## config.mk

```make
export PLATFORM = sky130hd
export DESIGN_NAME = dm_ctrl
export DESIGN_NICKNAME = d
export VERILOG_FILES = /design/src/rtl/mem_pkg.sv /design/src/rtl/dm_lane.sv /design/src/rtl/dm_ctrl.sv
export SDC_FILE = /design/constraint.sdc
export NUM_CORES = 1
export LEC_CHECK = 0
export ABC_CLOCK_PERIOD_IN_PS = 5690
export CAP_MARGIN = 20
export CELL_PAD_IN_SITES_DETAIL_PLACEMENT = 2
export CELL_PAD_IN_SITES_GLOBAL_PLACEMENT = 2
export CORE_UTILIZATION = 40
export CTS_CLUSTER_SIZE = 24
export DETAILED_ROUTE_END_ITERATION = 8
export DONT_BUFFER_PORTS = 1
export GPL_TIMING_DRIVEN = 0
export HOLD_SLACK_MARGIN = 0.1
export PLACE_DENSITY_LB_ADDON = 0.08
export SLEW_MARGIN = 20
export SYNTH_ARGS = -nofsm -noshare
export SYNTH_HDL_FRONTEND = slang
export SYNTH_SLANG_ARGS = --single-unit
```

## constraint.sdc

```tcl
create_clock -name clk -period 5.69 [get_ports clk]
set_input_delay 1.138 -clock clk [delete_from_list [all_inputs] [get_ports clk]]
set_output_delay 1.138 -clock clk [all_outputs]
set_load 0.01 [all_outputs]
```

## src/rtl/mem_pkg.sv

```systemverilog
// Shared definitions for the data-memory controller: op codes, FSM states and
// small op-class predicates used by the controller and the lane logic.
package mem_pkg;

    localparam logic [2:0] OP_LW  = 3'd0;
    localparam logic [2:0] OP_LH  = 3'd1;
    localparam logic [2:0] OP_LHU = 3'd2;
    localparam logic [2:0] OP_LB  = 3'd3;
    localparam logic [2:0] OP_LBU = 3'd4;
    localparam logic [2:0] OP_SW  = 3'd5;
    localparam logic [2:0] OP_SH  = 3'd6;
    localparam logic [2:0] OP_SB  = 3'd7;

    typedef enum logic [1:0] {
        ST_IDLE = 2'd0,
        ST_RD   = 2'd1,
        ST_WR   = 2'd2,
        ST_RESP = 2'd3
    } state_e;

    function automatic logic is_load(input logic [2:0] op);
        return op <= OP_LBU;
    endfunction

    function automatic logic is_store(input logic [2:0] op);
        return op >= OP_SW;
    endfunction

    // Sub-word stores need the old word first so they can be merged.
    function automatic logic is_subword(input logic [2:0] op);
        return (op == OP_SH) || (op == OP_SB);
    endfunction

endpackage

```

## src/rtl/dm_lane.sv

```systemverilog
// Little-endian byte/half lane steering: extracts load values from a memory
// word and merges sub-word store data into a previously read word.
module dm_lane
    import mem_pkg::*;
(
    input  logic [2:0]  op,
    input  logic [1:0]  addr,
    input  logic [31:0] word,
    input  logic [31:0] wdata,
    output logic [31:0] load_data,
    output logic [31:0] store_word
);

    logic [7:0]  lane_byte;
    logic [15:0] lane_half;

    always_comb begin
        lane_byte = word[{addr, 3'b000} +: 8];
        lane_half = addr[1] ? word[31:16] : word[15:0];

        case (op)
            OP_LB:   load_data = {{24{lane_byte[7]}}, lane_byte};
            OP_LBU:  load_data = {24'd0, lane_byte};
            OP_LH:   load_data = {{16{lane_half[15]}}, lane_half};
            OP_LHU:  load_data = {16'd0, lane_half};
            default: load_data = word;
        endcase

        store_word = word;
        case (op)
            OP_SB: store_word[{addr, 3'b000} +: 8] = wdata[7:0];
            OP_SH: begin
                if (addr[1])
                    store_word[31:16] = wdata[15:0];
                else
                    store_word[15:0] = wdata[15:0];
            end
            OP_SW:   store_word = wdata;
            default: store_word = word;
        endcase
    end

endmodule

```

## src/rtl/dm_ctrl.sv

```systemverilog
// Load/store controller between the MEM stage and the word-wide data memory;
// one request at a time, sub-word stores done as read-modify-write.
module dm_ctrl
    import mem_pkg::*;
#(
    parameter int unsigned DM_BYTES = 12288
) (
    input  logic        clk,
    input  logic        rst_n,
    input  logic        req_valid,
    output logic        req_ready,
    input  logic [2:0]  req_op,
    input  logic [31:0] req_addr,
    input  logic [31:0] req_wdata,
    output logic        resp_valid,
    input  logic        resp_ready,
    output logic [31:0] resp_rdata,
    output logic        resp_err,
    output logic [13:0] dm_addr,
    output logic [31:0] dm_din,
    output logic        dm_we,
    input  logic [31:0] dm_dout
);

    localparam logic [31:0] LAST_WORD = 32'(DM_BYTES - 4);

    state_e      state;
    state_e      next_state;
    logic [2:0]  op_q;
    logic [13:0] addr_q;
    logic [31:0] wdata_q;
    logic [31:0] din_q;
    logic [31:0] rdata_q;
    logic        err_q;
    logic        accept;
    logic        range_err;
    logic        align_err;
    logic        req_err;
    logic [31:0] load_data;
    logic [31:0] store_word;

    assign accept = req_valid && req_ready;

    always_comb begin
        range_err = (req_addr[31:14] != 18'd0) ||
                    ({18'd0, req_addr[13:2], 2'b00} > LAST_WORD);
        case (req_op)
            OP_LW, OP_SW:         align_err = (req_addr[1:0] != 2'b00);
            OP_LH, OP_LHU, OP_SH: align_err = req_addr[0];
            default:              align_err = 1'b0;
        endcase
        req_err = range_err || align_err;
    end

    always_ff @(posedge clk or negedge rst_n) begin
        if (!rst_n)
            state <= ST_IDLE;
        else
            state <= next_state;
    end

    always_comb begin
        next_state = state;
        case (state)
            ST_IDLE: begin
                if (accept) begin
                    if (req_err)
                        next_state = ST_RESP;
                    else if (req_op == OP_SW)
                        next_state = ST_WR;
                    else
                        next_state = ST_RD;
                end
            end
            ST_RD:   next_state = is_subword(op_q) ? ST_WR : ST_RESP;
            ST_WR:   next_state = ST_RESP;
            ST_RESP: next_state = resp_ready ? ST_IDLE : ST_RESP;
            default: next_state = ST_IDLE;
        endcase
    end

    // Write enable is decoded from state so an async reset kills it at once.
    always_comb begin
        req_ready  = (state == ST_IDLE) && rst_n;
        resp_valid = (state == ST_RESP);
        dm_we      = (state == ST_WR);
    end

    always_ff @(posedge clk or negedge rst_n) begin
        if (!rst_n) begin
            op_q    <= OP_LW;
            addr_q  <= 14'd0;
            wdata_q <= 32'd0;
            din_q   <= 32'd0;
            rdata_q <= 32'd0;
            err_q   <= 1'b0;
        end else if (accept) begin
            op_q    <= req_op;
            addr_q  <= req_addr[13:0];
            wdata_q <= req_wdata;
            din_q   <= req_wdata;
            rdata_q <= 32'd0;
            err_q   <= req_err;
        end else if (state == ST_RD) begin
            if (is_load(op_q))
                rdata_q <= load_data;
            else
                din_q <= store_word;
        end
    end

    dm_lane u_lane (
        .op         (op_q),
        .addr       (addr_q[1:0]),
        .word       (dm_dout),
        .wdata      (wdata_q),
        .load_data  (load_data),
        .store_word (store_word)
    );

    assign dm_addr    = {addr_q[13:2], 2'b00};
    assign dm_din     = din_q;
    assign resp_rdata = rdata_q;
    assign resp_err   = err_q;

endmodule

```

-- After elaboration in Yosys (flattened, before gate mapping)
Index checks and enable logic that the tools add are counted.
Widths: inputs -> output; s select.
- register bits: 116
- latch bits: 0
- memory bits (writable): 0
- memory bits (read-only): 0
- output and inout port bits: 82
- memories kept: 0
- $add $sub $neg: 1
- multiply operators: 0
- div/mod/pow operators: 0
- order comparisons: 2
- equality and inequality tests: 16
- shift operators: 3
- multiplexer cells: 19
- bitwise logic cells: 0
- reductions and logical operators: 15
- operator list (kind ; number):
    $mux 32 ; 6
    $pmux 32 s4 ; 1
    $pmux 32 s3 ; 1
    $mux 16 ; 3
    $bwmux 32 ; 1
    $shift 8x7->32 const A ; 1
    $shiftx 32x6->8 ; 1
    $shiftx 8x7->32 ; 1
    $eq 3x3->1 const B ; 6
    $reduce_bool 18->1 ; 1
    $gt 14x14->1 const B ; 1
    $eq 3x2->1 const B ; 3
    $mux 2 ; 4
    $pmux 2 s4 ; 1
    $neg 5->7 ; 1
    $eq 3x1->1 const B ; 2
    $reduce_bool 2->1 ; 3
    $eq 2x2->1 const B ; 2
    $ne 2x2->1 const B ; 2
    $reduce_and 2->1 ; 2
    $le 3x3->1 const B ; 1
    $logic_not 3->1 ; 1
    $logic_or 1x1->1 ; 3
    $reduce_or 3->1 ; 1
    other kinds (6) ; 7

-- Depth between registers and ports, before layout
- word-level depth: 7
- gate-level depth with buffers: 9
- gate-level depth less buffers: 6

-- Hierarchy
From an unflattened synthesis, not the netlist that was laid out.
- cells, all modules: 626
- area, all modules: 6227.2 um^2
- by module, submodules not included (module ; times used ; cells each ; area an instance (um^2) ; sequential area each (um^2)):
    dm_ctrl ; 1 ; 392 ; 4626.9 ; 2902.8
    dm_lane ; 1 ; 234 ; 1600.3 ; 0.0

-- Least setup slack after synthesis
No wires, ideal clock.
- path type: in2out
- start: input port rst_n
- end: output port req_ready
- arrival: 1284 ps
- required time: 4552 ps
- slack: 3268 ps
- stages: 1
- path buffers: 0
- path through: and2_1
- longest elaborated chain between the ends: 1
- ends and longest elaborated chain (what ; line ; text):
    start: declaration ; dm_ctrl.sv:9 ; input logic rst_n,
    $logic_and 1x1->1 ; dm_ctrl.sv:84 ; req_ready = (state == ST_IDLE) && rst_n;
    end: declaration ; dm_ctrl.sv:11 ; output logic req_ready,
No other way between the ends.

-- Final worst setup path
- start: register addr_q[1]
- end: register din_q[27] (netlist: dm_din[27])
- longest elaborated chain between the ends: 7
- elaborated cells on any way between the ends: 9
- those cells by class: 1 x add/sub; 2 x shift; 6 x mux
- ends and longest elaborated chain (what ; line ; text):
    start: declaration ; dm_ctrl.sv:30 ; logic [13:0] addr_q;
    start signal: assignment ; dm_ctrl.sv:99 ; addr_q <= req_addr[13:0];
    $neg 5->7 ; dm_lane.sv:31 ; OP_SB: store_word[{addr, 3'b000} +: 8] = wdata[7:0];
    $shiftx 8x7->32 / $shift 8x7->32 (equally long branches) ; dm_lane.sv:31 ;
    $bwmux 32 ; dm_lane.sv:31 ;
    $pmux 32 s3 * ; dm_lane.sv:30 ; case (op)
    $mux 32 * ; dm_ctrl.sv:105 ; if (is_load(op_q))
    $mux 32 * ; dm_ctrl.sv:104 ; end else if (state == ST_RD) begin
    $mux 32 * ; dm_ctrl.sv:97 ; end else if (accept) begin
    end signal: assignment ; dm_ctrl.sv:101 ; din_q <= req_wdata;
    end signal: assignment ; dm_ctrl.sv:108 ; din_q <= store_word;
    end: declaration ; dm_ctrl.sv:32 ; logic [31:0] din_q;
Mark *: on every way between the ends. The rest lies on a longest branch, timed or not. The select of a mux whose other input is x is not followed.
A chain may end at the register's enable or synchronous reset.

==> qor.tcl <==
set qor(status) {finished clean}
set qor(cts_hold_repair_buffers) 0
set qor(nets) 829
set qor(number_of_global_route_vias_before_repair) 6813
set qor(initial_core_util_pct) 41.6
set qor(timing.critical_path.to_type) {register}
set qor(floorplan.die.width_um) 131
set qor(maximum_level_of_the_cts_h_tree) 4
set qor(die_outline_area_um2) 17300
set qor(synth_seq_cells) 116
set qor(power.ir.vdd_worst_uv) 248
set qor(clock-sinks) 116
set qor(final_cell_count_no_fill) 949
set qor(postRouteAntennaNets) 0
set qor(setup_violations) 0
set qor(r2r-start) {addr_q[1]}
set qor(drt_pass1_iterations) 5
set qor(register_clock_pin_slew_on_the_reported_worst_setup_and_hold_paths_ns) 0.06
set qor(post_synth_main_area_contributors) {dfrtp_1 43%, nand2_1 7.7%, o2bb2ai_1 2.7%, mux4_2 2.7%, nor2_1 2.6%}
set qor(ioPinCount) 185
set qor(worst_r2r_path_depth) 8
set qor(number_of_gates_resized_after_cts) 0
set qor(synth_cell_types) 69
set qor(ff2ff_setup_slack_ns) 2.75
set qor(synthesis.instances) 701
set qor(clock_latency_ns) 0.43
set qor(fp.dieH_um) 131
set qor(drcViolationCount) 0
set qor(path_class) {register to register}
set qor(cpPeakStageDelay_ns) 0.84
set qor(drt-wirelength-per-cell_um) 29.7
set qor(post_route_cells_drive_above_1_share_pct) 15.1
set qor(syn_avg_cell_area_um2) 9.56
set qor(gpl.final_weighted_congestion) 0.884
set qor(timing.final.crit_share_pct) 51.6
set qor(post-place-cells) 918
set qor(totalWireLength_um) 28200
set qor(arrival_ns) 3.28
set qor(final.min_clock_period_ns) 2.94
set qor(grt_start_max_net_pins) 121
set qor(post_drt_via_cell_ratio) 6.59
set qor(post_cts_buffers) 0
set qor(fin_area_um2) 7560
set qor(max_clock_freq_mhz) 340
set qor(detailroute.via_count) 6257
set qor(gr-total-overflow) 0
set qor(tritoncts_clock_tree) {yes}
set qor(reported_max_cap_violation_count) 0
set qor(timing.critical_path.from) {addr_q[1]}
set qor(synth_enable_flop_cells) 0
set qor(class_of_the_worst_hold_path) {input port to async pin}
set qor(ys_async_sr_fraction_pct) 100
set qor(design_power_total_mw) 4.79
set qor(worst_ep_required_time_ns) 6.03
set qor(power.leakage_nw) 3.28
set qor(global_route_wire_length_before_repair_um) 42700
set qor(place.port_buffers) 0
set qor(site_rows) 46
set qor(most-common-layout-cells) {138 x nand2_1, 116 x dfrtp_1, 46 x nor2_1}
set qor(numCtsBuffers) 17
set qor(synth.top_cell.area_share_pct) 43.3
set qor(endpoint) {dm_din[27]}
set qor(area_delta_synth_final_pct) 12.7
set qor(cellPowerDensity_nw_per_um2) 634
set qor(synth-warning-count) 0
set qor(worst_path_max_delay_cell) {nor4_2}
set qor(cts-root-buf) {clkbuf_16}
set qor(timing.setup.tns_ns) 0
set qor(timing.final.hold_violations) 0
set qor(report.final.slew_viol_count) 0
set qor(grt_antenna_before_repair) 0
set qor(grt_use_total_pct) 33.3
set qor(finClkSkew_ns) 0.0127
set qor(rsz0062_at_grt) {false}
set qor(ys_dominant_reg_cell) {dfrtp_1}
set qor(layout_commonest_cell) {nand2_1}
set qor(dp_hpwl_um) 20800
set qor(detailed_place.area_um2) 6980
set qor(syn-cell-area_um2) 6700
set qor(core_region_area_um2) 16100
set qor(worstPathMaxFanout) 10
set qor(setup.worst_path.start_class) {register}
set qor(num_antenna_cells) 0
set qor(drtIter0Drc) 473
set qor(seq_area_frac_synth_pct) 43.3
set qor(cp_cell_sequence) {buf_2 -> buf_6 -> inv_1 -> ha_1 -> nand4b_1 -> nor4_2 -> a221oi_1 -> a22oi_1}
set qor(reg2reg_to) {dm_din[27]}
set qor(slew-limit-headroom_pct) 30.7
set qor(fillers) 1713
set qor(netlist.top_cell.by_area) {dfrtp_1}
set qor(cts-root-to-sink-buffers) 2
set qor(tightest_slew_ns) 1.03
-- metrics by stage --
step,hold slack (ns),utilization (%),setup WS (ns)
floorplan,0.439,-,3.27
global placement,0.460,43.3,2.96
detailed placement,0.464,43.3,2.87
CTS,0.397,46.9,2.81
global route,0.389,46.9,2.60
finish,0.403,46.9,2.75
-- sequential cells by signal, summed over array words and instances (netlist names) --
signal,count
state,2
wdata_q,32
resp_err,1
addr_q,14
resp_rdata,32
dm_din,32
op_q,3
-- cells in the mapped netlist, types with 10 or more instances --
cell type  count
dfrtp_1      116
a22oi_1       15
o2bb2ai_2     10
clkbuf_1      16
buf_2         25
o211ai_1      15
o2bb2ai_1     21
o21ai_0       22
buf_4         18
mux2i_1       15
nand3_1       10
nand2b_1      12
a211oi_1      11
and2_1        11
nand2_1      138
nor2_1        46
a21oi_1       28
-- power by group --
part | leakage [nW] | switching [mW] | internal, mW
clock | 0.263 | 0.413 | 0.652
combinational | 1.57 | 1.25 | 0.833
sequential | 1.44 | 0.443 | 1.21
total | 3.28 | 2.10 | 2.69
-- area by class of cell --
type	count	area, um^2	area share (%)
plain buffers	66	388	5.13
multi-input cells	510	3380	44.8
well taps	216	270	3.58
clock buffers	19	443	5.86
inverters	10	37.5	0.497
clock inverters	12	133	1.75
flip-flops and latches	116	2900	38.4
-- how the worst min path moves through the flow --
stage	to	slack, ns
after floorplan	wdata_q[30]	0.44
after global routing	resp_rdata[12]	0.39
final	resp_rdata[13]	0.40
after detailed placement	wdata_q[20]	0.46
after CTS	resp_rdata[13]	0.40
after global placement	wdata_q[30]	0.46
-- layer usage --
metal | track usage [%] | routed length (um)
met5 | 0 | 0
met3 | 8.68 | 2100
met1 | 41.2 | 11300
met2 | 53.5 | 13500
met4 | 17.0 | 1280
-- critical path, delay by kind of cell, from the launching register on --
family	cells	cell delay (ns)
buffers and inverters	3	0.58
AOI/OAI and AO/OA	2	0.49
DFF	1	0.39
adders and majority gates	1	0.23
and+or+nand+nor	2	1.15
-- cells by family (layout without fill, tap and decap cells) --
family	Yosys count	count (layout)	share of synthesized area [%]
AO/OA/AOI/OAI	229	229	27.3
adder cells (fa/ha/maj)	6	6	1.08
multiplexers	23	23	4.93
buffers and inverters	76	107	6.35
other	1	2	0.0559
flip-flops	116	116	43.3
AND/OR/NAND/NOR	250	250	16.9
(Power assumes the default switching activity.)
